**config.mk**
```make
export PLATFORM = sky130hd
export DESIGN_NAME = scoreboard
export DESIGN_NICKNAME = d
export VERILOG_FILES = /design/src/rtl/ariane_pkg.sv /design/src/rtl/sb_fwd_lookup.sv /design/src/rtl/scoreboard.sv
export SDC_FILE = /design/constraint.sdc
export NUM_CORES = 2
export LEC_CHECK = 0
export BUFFER_PORTS_ARGS = -buffer_cell sky130_fd_sc_hd__buf_4
export CORE_AREA = 2 2 512 514
export CTS_CLUSTER_DIAMETER = 120
export DETAILED_ROUTE_END_ITERATION = 12
export DIE_AREA = 0 0 514 516
export PLACE_DENSITY = 0.56
export RECOVER_POWER = 50
export SLEW_MARGIN = 20
export SYNTH_ARGS = -nofsm -noshare
export SYNTH_HDL_FRONTEND = slang
export SYNTH_SLANG_ARGS = --single-unit
```
**constraint.sdc**
```tcl
create_clock -name clk_i -period 6.75 [get_ports clk_i]
set_clock_uncertainty 0.1 [all_clocks]
set_input_delay 1.0125 -clock clk_i [delete_from_list [all_inputs] [get_ports clk_i]]
set_output_delay 1.0125 -clock clk_i [all_outputs]
set_load 0.005 [all_outputs]
```
**src/rtl/ariane_pkg.sv**
```systemverilog
// Shared issue-stage types: scoreboard sizing, exception record and scoreboard entry layout.
package ariane_pkg;

   localparam int unsigned NR_SB_ENTRIES = 4;
   localparam int unsigned TRANS_ID_BITS = $clog2(NR_SB_ENTRIES);
   localparam int unsigned NR_WB_PORTS   = 3;

   typedef enum logic [2:0] {
      FuNone,
      FuAlu,
      FuLsu,
      FuMult,
      FuCsr,
      FuBranch
   } fu_t;

   typedef struct packed {
      logic [63:0] cause;
      logic [63:0] tval;
      logic        valid;
   } exception;

   typedef struct packed {
      logic [63:0]              pc;
      logic [TRANS_ID_BITS-1:0] trans_id;
      fu_t                      fu;
      logic [6:0]               op;
      logic [4:0]               rs1;
      logic [4:0]               rs2;
      logic [4:0]               rd;
      logic [63:0]              result;
      logic                     valid;
      exception                 ex;
   } scoreboard_entry;

endpackage

```
**src/rtl/sb_fwd_lookup.sv**
```systemverilog
// Operand forwarding search: finds the youngest in-flight entry that writes rs_i.
module sb_fwd_lookup
   import ariane_pkg::*;
#(
   parameter int unsigned NR_ENTRIES = NR_SB_ENTRIES,
   localparam int unsigned IdBits = $clog2(NR_ENTRIES)
) (
   input  scoreboard_entry [NR_ENTRIES-1:0] entries_i,
   input  logic [NR_ENTRIES-1:0]            in_flight_i,
   input  logic [IdBits-1:0]                tail_i,
   input  logic [4:0]                       rs_i,
   output logic                             hit_o,
   output logic                             valid_o,
   output logic [63:0]                      result_o
);

   logic [IdBits-1:0] idx;

   // Walk oldest to youngest so the youngest match is the last one written.
   always_comb begin
      hit_o    = 1'b0;
      valid_o  = 1'b0;
      result_o = '0;
      idx      = '0;
      for (int k = int'(NR_ENTRIES); k >= 1; k--) begin
         idx = tail_i - IdBits'(k);
         if (in_flight_i[idx] && (entries_i[idx].rd == rs_i) && (rs_i != 5'd0)) begin
            hit_o    = 1'b1;
            valid_o  = entries_i[idx].valid;
            result_o = entries_i[idx].result;
         end
      end
   end

endmodule

```
**src/rtl/scoreboard.sv**
```systemverilog
// In-order-commit, out-of-order-writeback scoreboard with operand forwarding.
module scoreboard
   import ariane_pkg::*;
#(
   parameter int unsigned NR_ENTRIES  = NR_SB_ENTRIES,
   parameter int unsigned NR_WB_PORTS = ariane_pkg::NR_WB_PORTS,
   localparam int unsigned IdBits = $clog2(NR_ENTRIES)
) (
   input  logic                                clk_i,
   input  logic                                rst_ni,
   input  logic                                flush_i,
   input  scoreboard_entry                     issue_instr_i,
   input  logic                                issue_valid_i,
   output logic                                issue_ready_o,
   output logic [IdBits-1:0]                   issue_trans_id_o,
   input  logic [NR_WB_PORTS-1:0]              wb_valid_i,
   input  logic [NR_WB_PORTS-1:0][IdBits-1:0]  wb_trans_id_i,
   input  logic [NR_WB_PORTS-1:0][63:0]        wb_data_i,
   input  exception [NR_WB_PORTS-1:0]          wb_ex_i,
   output scoreboard_entry                     commit_instr_o,
   output logic                                commit_valid_o,
   input  logic                                commit_ack_i,
   input  logic [4:0]                          rs1_i,
   input  logic [4:0]                          rs2_i,
   output logic                                rs1_hit_o,
   output logic                                rs2_hit_o,
   output logic                                rs1_valid_o,
   output logic                                rs2_valid_o,
   output logic [63:0]                         rs1_o,
   output logic [63:0]                         rs2_o
);

   scoreboard_entry [NR_ENTRIES-1:0] mem_q, mem_d;
   logic [NR_ENTRIES-1:0]            in_flight_q, in_flight_d;
   logic [IdBits-1:0]                head_q, head_d, tail_q, tail_d;
   logic [IdBits:0]                  count_q, count_d;
   logic                             issue_fire, commit_fire;
   logic                             wb_conflict;

   assign issue_ready_o    = (count_q != (IdBits+1)'(NR_ENTRIES));
   assign issue_trans_id_o = tail_q;
   assign commit_instr_o   = mem_q[head_q];
   assign commit_valid_o   = in_flight_q[head_q] & mem_q[head_q].valid;
   assign issue_fire       = issue_valid_i & issue_ready_o;
   assign commit_fire      = commit_ack_i & commit_valid_o;

   always_comb begin
      mem_d       = mem_q;
      in_flight_d = in_flight_q;
      head_d      = head_q;
      tail_d      = tail_q;
      count_d     = count_q;

      if (issue_fire) begin
         mem_d[tail_q]          = issue_instr_i;
         mem_d[tail_q].trans_id = TRANS_ID_BITS'(tail_q);
         // Fetch exceptions carry no result and commit without execution.
         mem_d[tail_q].valid    = issue_instr_i.ex.valid;
         in_flight_d[tail_q]    = 1'b1;
         tail_d                 = tail_q + IdBits'(1);
      end

      // Highest port first so the lowest index wins a (forbidden) collision.
      for (int p = int'(NR_WB_PORTS) - 1; p >= 0; p--) begin
         if (wb_valid_i[p] && in_flight_q[wb_trans_id_i[p]]) begin
            mem_d[wb_trans_id_i[p]].result = wb_data_i[p];
            mem_d[wb_trans_id_i[p]].valid  = 1'b1;
            if (wb_ex_i[p].valid) begin
               mem_d[wb_trans_id_i[p]].ex = wb_ex_i[p];
            end
         end
      end

      if (commit_fire) begin
         in_flight_d[head_q] = 1'b0;
         head_d              = head_q + IdBits'(1);
      end

      case ({issue_fire, commit_fire})
         2'b10:   count_d = count_q + (IdBits+1)'(1);
         2'b01:   count_d = count_q - (IdBits+1)'(1);
         default: count_d = count_q;
      endcase

      if (flush_i) begin
         in_flight_d = '0;
         head_d      = '0;
         tail_d      = '0;
         count_d     = '0;
      end
   end

   always_ff @(posedge clk_i or negedge rst_ni) begin
      if (!rst_ni) begin
         mem_q       <= '0;
         in_flight_q <= '0;
         head_q      <= '0;
         tail_q      <= '0;
         count_q     <= '0;
      end else begin
         mem_q       <= mem_d;
         in_flight_q <= in_flight_d;
         head_q      <= head_d;
         tail_q      <= tail_d;
         count_q     <= count_d;
      end
   end

   sb_fwd_lookup #(
      .NR_ENTRIES (NR_ENTRIES)
   ) u_fwd_rs1 (
      .entries_i   (mem_q),
      .in_flight_i (in_flight_q),
      .tail_i      (tail_q),
      .rs_i        (rs1_i),
      .hit_o       (rs1_hit_o),
      .valid_o     (rs1_valid_o),
      .result_o    (rs1_o)
   );

   sb_fwd_lookup #(
      .NR_ENTRIES (NR_ENTRIES)
   ) u_fwd_rs2 (
      .entries_i   (mem_q),
      .in_flight_i (in_flight_q),
      .tail_i      (tail_q),
      .rs_i        (rs2_i),
      .hit_o       (rs2_hit_o),
      .valid_o     (rs2_valid_o),
      .result_o    (rs2_o)
   );

   always_comb begin
      wb_conflict = 1'b0;
      for (int i = 0; i < int'(NR_WB_PORTS); i++) begin
         for (int j = i + 1; j < int'(NR_WB_PORTS); j++) begin
            if (wb_valid_i[i] && wb_valid_i[j] && (wb_trans_id_i[i] == wb_trans_id_i[j])) begin
               wb_conflict = 1'b1;
            end
         end
      end
   end

`ifndef SYNTHESIS
   wb_unique_target : assert property (@(posedge clk_i) disable iff (!rst_ni) !wb_conflict)
      else $error("two writeback ports target the same trans_id");
`endif

endmodule

```
==> metrics <==
Area Overhead vs Synth=21.5%; final WL=427000 um; nets@finish=10784; syn_nets=10163; Worst R2R Setup Slack=0.24 ns; First-pass DRT Iterations=10; largest net degree at the start of global routing=192; crit path from=issue_trans_id_o[0]; post-DR vias/cell=6.27; Rows=187; routability cong.=0.947; slew margin rel.=-249%; Worst-path clk slew=0.06 ns; Filler Cell Count=25811; Die X=514 um; Die ar.=0.265 sq mm; Setup Crit Path Kind=flop to output pin; worst r2r src=issue_trans_id_o[0]; total negative slack=0 ns; I/O pin count=1309; CTS buffer count=149; Slew Limit Fails=1068; critical path endpoint category=output pin; total track usage=30.8%; f_max=152 MHz; Req. time, crit path=5.64 ns; min Tclk post-route=6.59 ns; CTS root buffer=clkbuf_16; CP Launch Type=flop; core area=0.259 sq mm; Finished Cell Area=0.0994 sq mm; post-synthesis instance total=9264; peak supply drop=0.278 mV; sequential cell area fraction in the yosys report=35.2%; final setup fails=0; Cell Pwr Density=348 mW/mm^2; Setup Fix Bufs, Post-CTS=0; CP arrival=5.47 ns; highest fanout seen on the critical path=32; RSZ-0062 raised after global routing=false; failing checks=max-capacitance violations, max-slew violations; total of max-cap violations=21; total clock sinks=1151; Synth Warn #=0; CTS Buffer Depth=3; DR WL/cell=31.4 um; later-pin clock latency in the skew report=0.79 ns; number of enable flip-flop cells after synthesis=0; hold wc startpoint=issue_instr_i[266]; Final Hold Vio Count=0; Total Power=34.6 mW; ys flop type=dfrtp_1; global-route wire length before repair=603000 um; number of I/O port buffers=1306; Mapped Avg Cell Area=8.83 sq um; layout cells sized above 1=25.8%; vias in the first global route=80259; Seq cells post-synth=1151; final period utilization=97.6%; drc violations=0; Lkg Pwr=40.0 nW; Yosys cell types=52; worst slew pin tran=5.23 ns; via count=85157; Async SR Flop Fraction=100%; Non-Filler Instances=13587; initial core utilization=31.6%; Initial DRC Count=11294; dpl cell area=0.0940 sq mm; Congestion Overflow GR=0; Die H=516 um; DP HPWL=275000 um; Netlist Area Pre-Place=0.0818 sq mm; CTS tree=done; Hold Path Class=input pin to flop; Placed Cells incl. Taps=13135; Detail Route Antenna Nets=0; status=complete, but fails checks; initial antenna violation count=241; CTS H-tree lvls=4
[layer usage]
layer  GRT usage [%]  part of all wire, %
met5               0                 0.15
met4            19.3                  6.9
met3            10.2                   12
met2            48.4                   46
met1            36.3                   35
[stage by stage]
step / setup slack (ns) / util [%] / hold slack [ns]
floorplan: 1.42 / - / 0.340
global placement: 0.964 / 36.3 / 0.352
detailed placement: 0.921 / 36.3 / 0.358
CTS: 0.0395 / 38.2 / 0.0852
global route: 0.0257 / 38.3 / 0.275
finish: 0.163 / 38.3 / 0.297
[report_power, final]
part,leakage (nW),internal [mW],switching (mW),total [mW]
registers,14.2,9.87,2.56,12.4
logic,23.4,7.22,6.49,13.7
clock network,2.48,4.86,3.57,8.42
total,40.0,22.0,12.6,34.6
[placed cells by master (no fill, tap or decap), types with 13 or more instances in the layout]
cell type,instances
nand3_1,397
buf_4,1391
clkinv_2,20
a21oi_1,966
mux2_2,276
xnor2_1,35
a311oi_1,570
a211oi_1,311
clkbuf_16,150
dfrtp_1,1149
o21ai_1,21
nor3_1,82
a31oi_1,66
mux4_2,562
diode_2,187
nor2_1,1042
clkbuf_2,13
nand2_1,1580
mux2i_1,266
buf_12,46
nor3b_1,111
o21ai_0,699
clkbuf_1,46
clkbuf_8,35
[cell usage after synthesis (5+ instances only)]
master	n	area (sq um)
buf_2	106	531
dfrtp_1	1151	28800
mux2i_1	266	2660
or3_1	5	31.3
nor3_1	83	415
buf_4	8	60.1
clkbuf_1	755	2830
o21ai_1	21	105
nand3_1	401	2010
nand4_1	11	68.8
mux4_2	562	12700
buf_1	125	469
buf_6	6	67.6
nor2_1	1048	3930
mux2_2	276	3110
o21ai_0	700	3500
a31oi_1	66	413
o211a_1	6	60.1
xnor2_1	35	307
nor3b_1	112	841
a211oi_2	11	138
xor2_1	10	87.6
nand2_1	1582	5940
a311oi_1	570	4990
inv_1	11	41.3
a211oi_1	311	2330
a21oi_1	966	4830
ha_1	10	125
o2111ai_1	6	52.6
and2_1	8	50.1
[what timing repair did]
action	CTS	global route
resized for setup	0	2
hold buffers	0	0
setup endpoints to repair	0	2
[cells by family (layout without fill, tap and decap cells)]
kind of cell    count (synthesis)  after routing  share of synthesized area [%]
mux                          1104           1104                           22.5
other cells                     0            187                              0
xor+xnor                       45             45                          0.482
fa+ha+maj                      11             11                          0.177
compound gates               2664           2664                           20.2
simple gates                 3276           3276                           16.5
buf+inv                      1013           1747                           4.94
flops                        1151           1151                           35.2
[critical path, stage by stage, from the launching register on]
cell and delay (ns):
dfrtp_4 0.80, inv_1 0.18, ha_4 0.51, mux4_2 0.61, xnor2_1 0.15, nand4_1 0.29
or2_2 0.55, buf_4 0.55, a311oi_1 0.18, o21ai_0 0.55, buf_4 0.22
[final cells by class]
type | count | area, sq um | area share, %
antenna | 187 | 468 | 0.471
timing repair buffer | 1472 | 11600 | 11.6
tap | 3402 | 4260 | 4.28
multi-input combinational | 7100 | 49200 | 49.5
sequential | 1151 | 28800 | 29.0
inverter | 11 | 41.3 | 0.0415
clock inverter | 46 | 722 | 0.726
clock buffer | 218 | 4360 | 4.39
[path summary, 6_finish.rpt]
path	cells past startpoint	endpoint
hold reg to reg	2	flop
setup / recovery	10	rs2_o[55]
max in group asynchronous	2	mem_q[702]
setup reg to reg	7	mem_q[957]
hold / removal	3	flop
min in group asynchronous	1	async pin
Power figures use the tool's default switching activity.
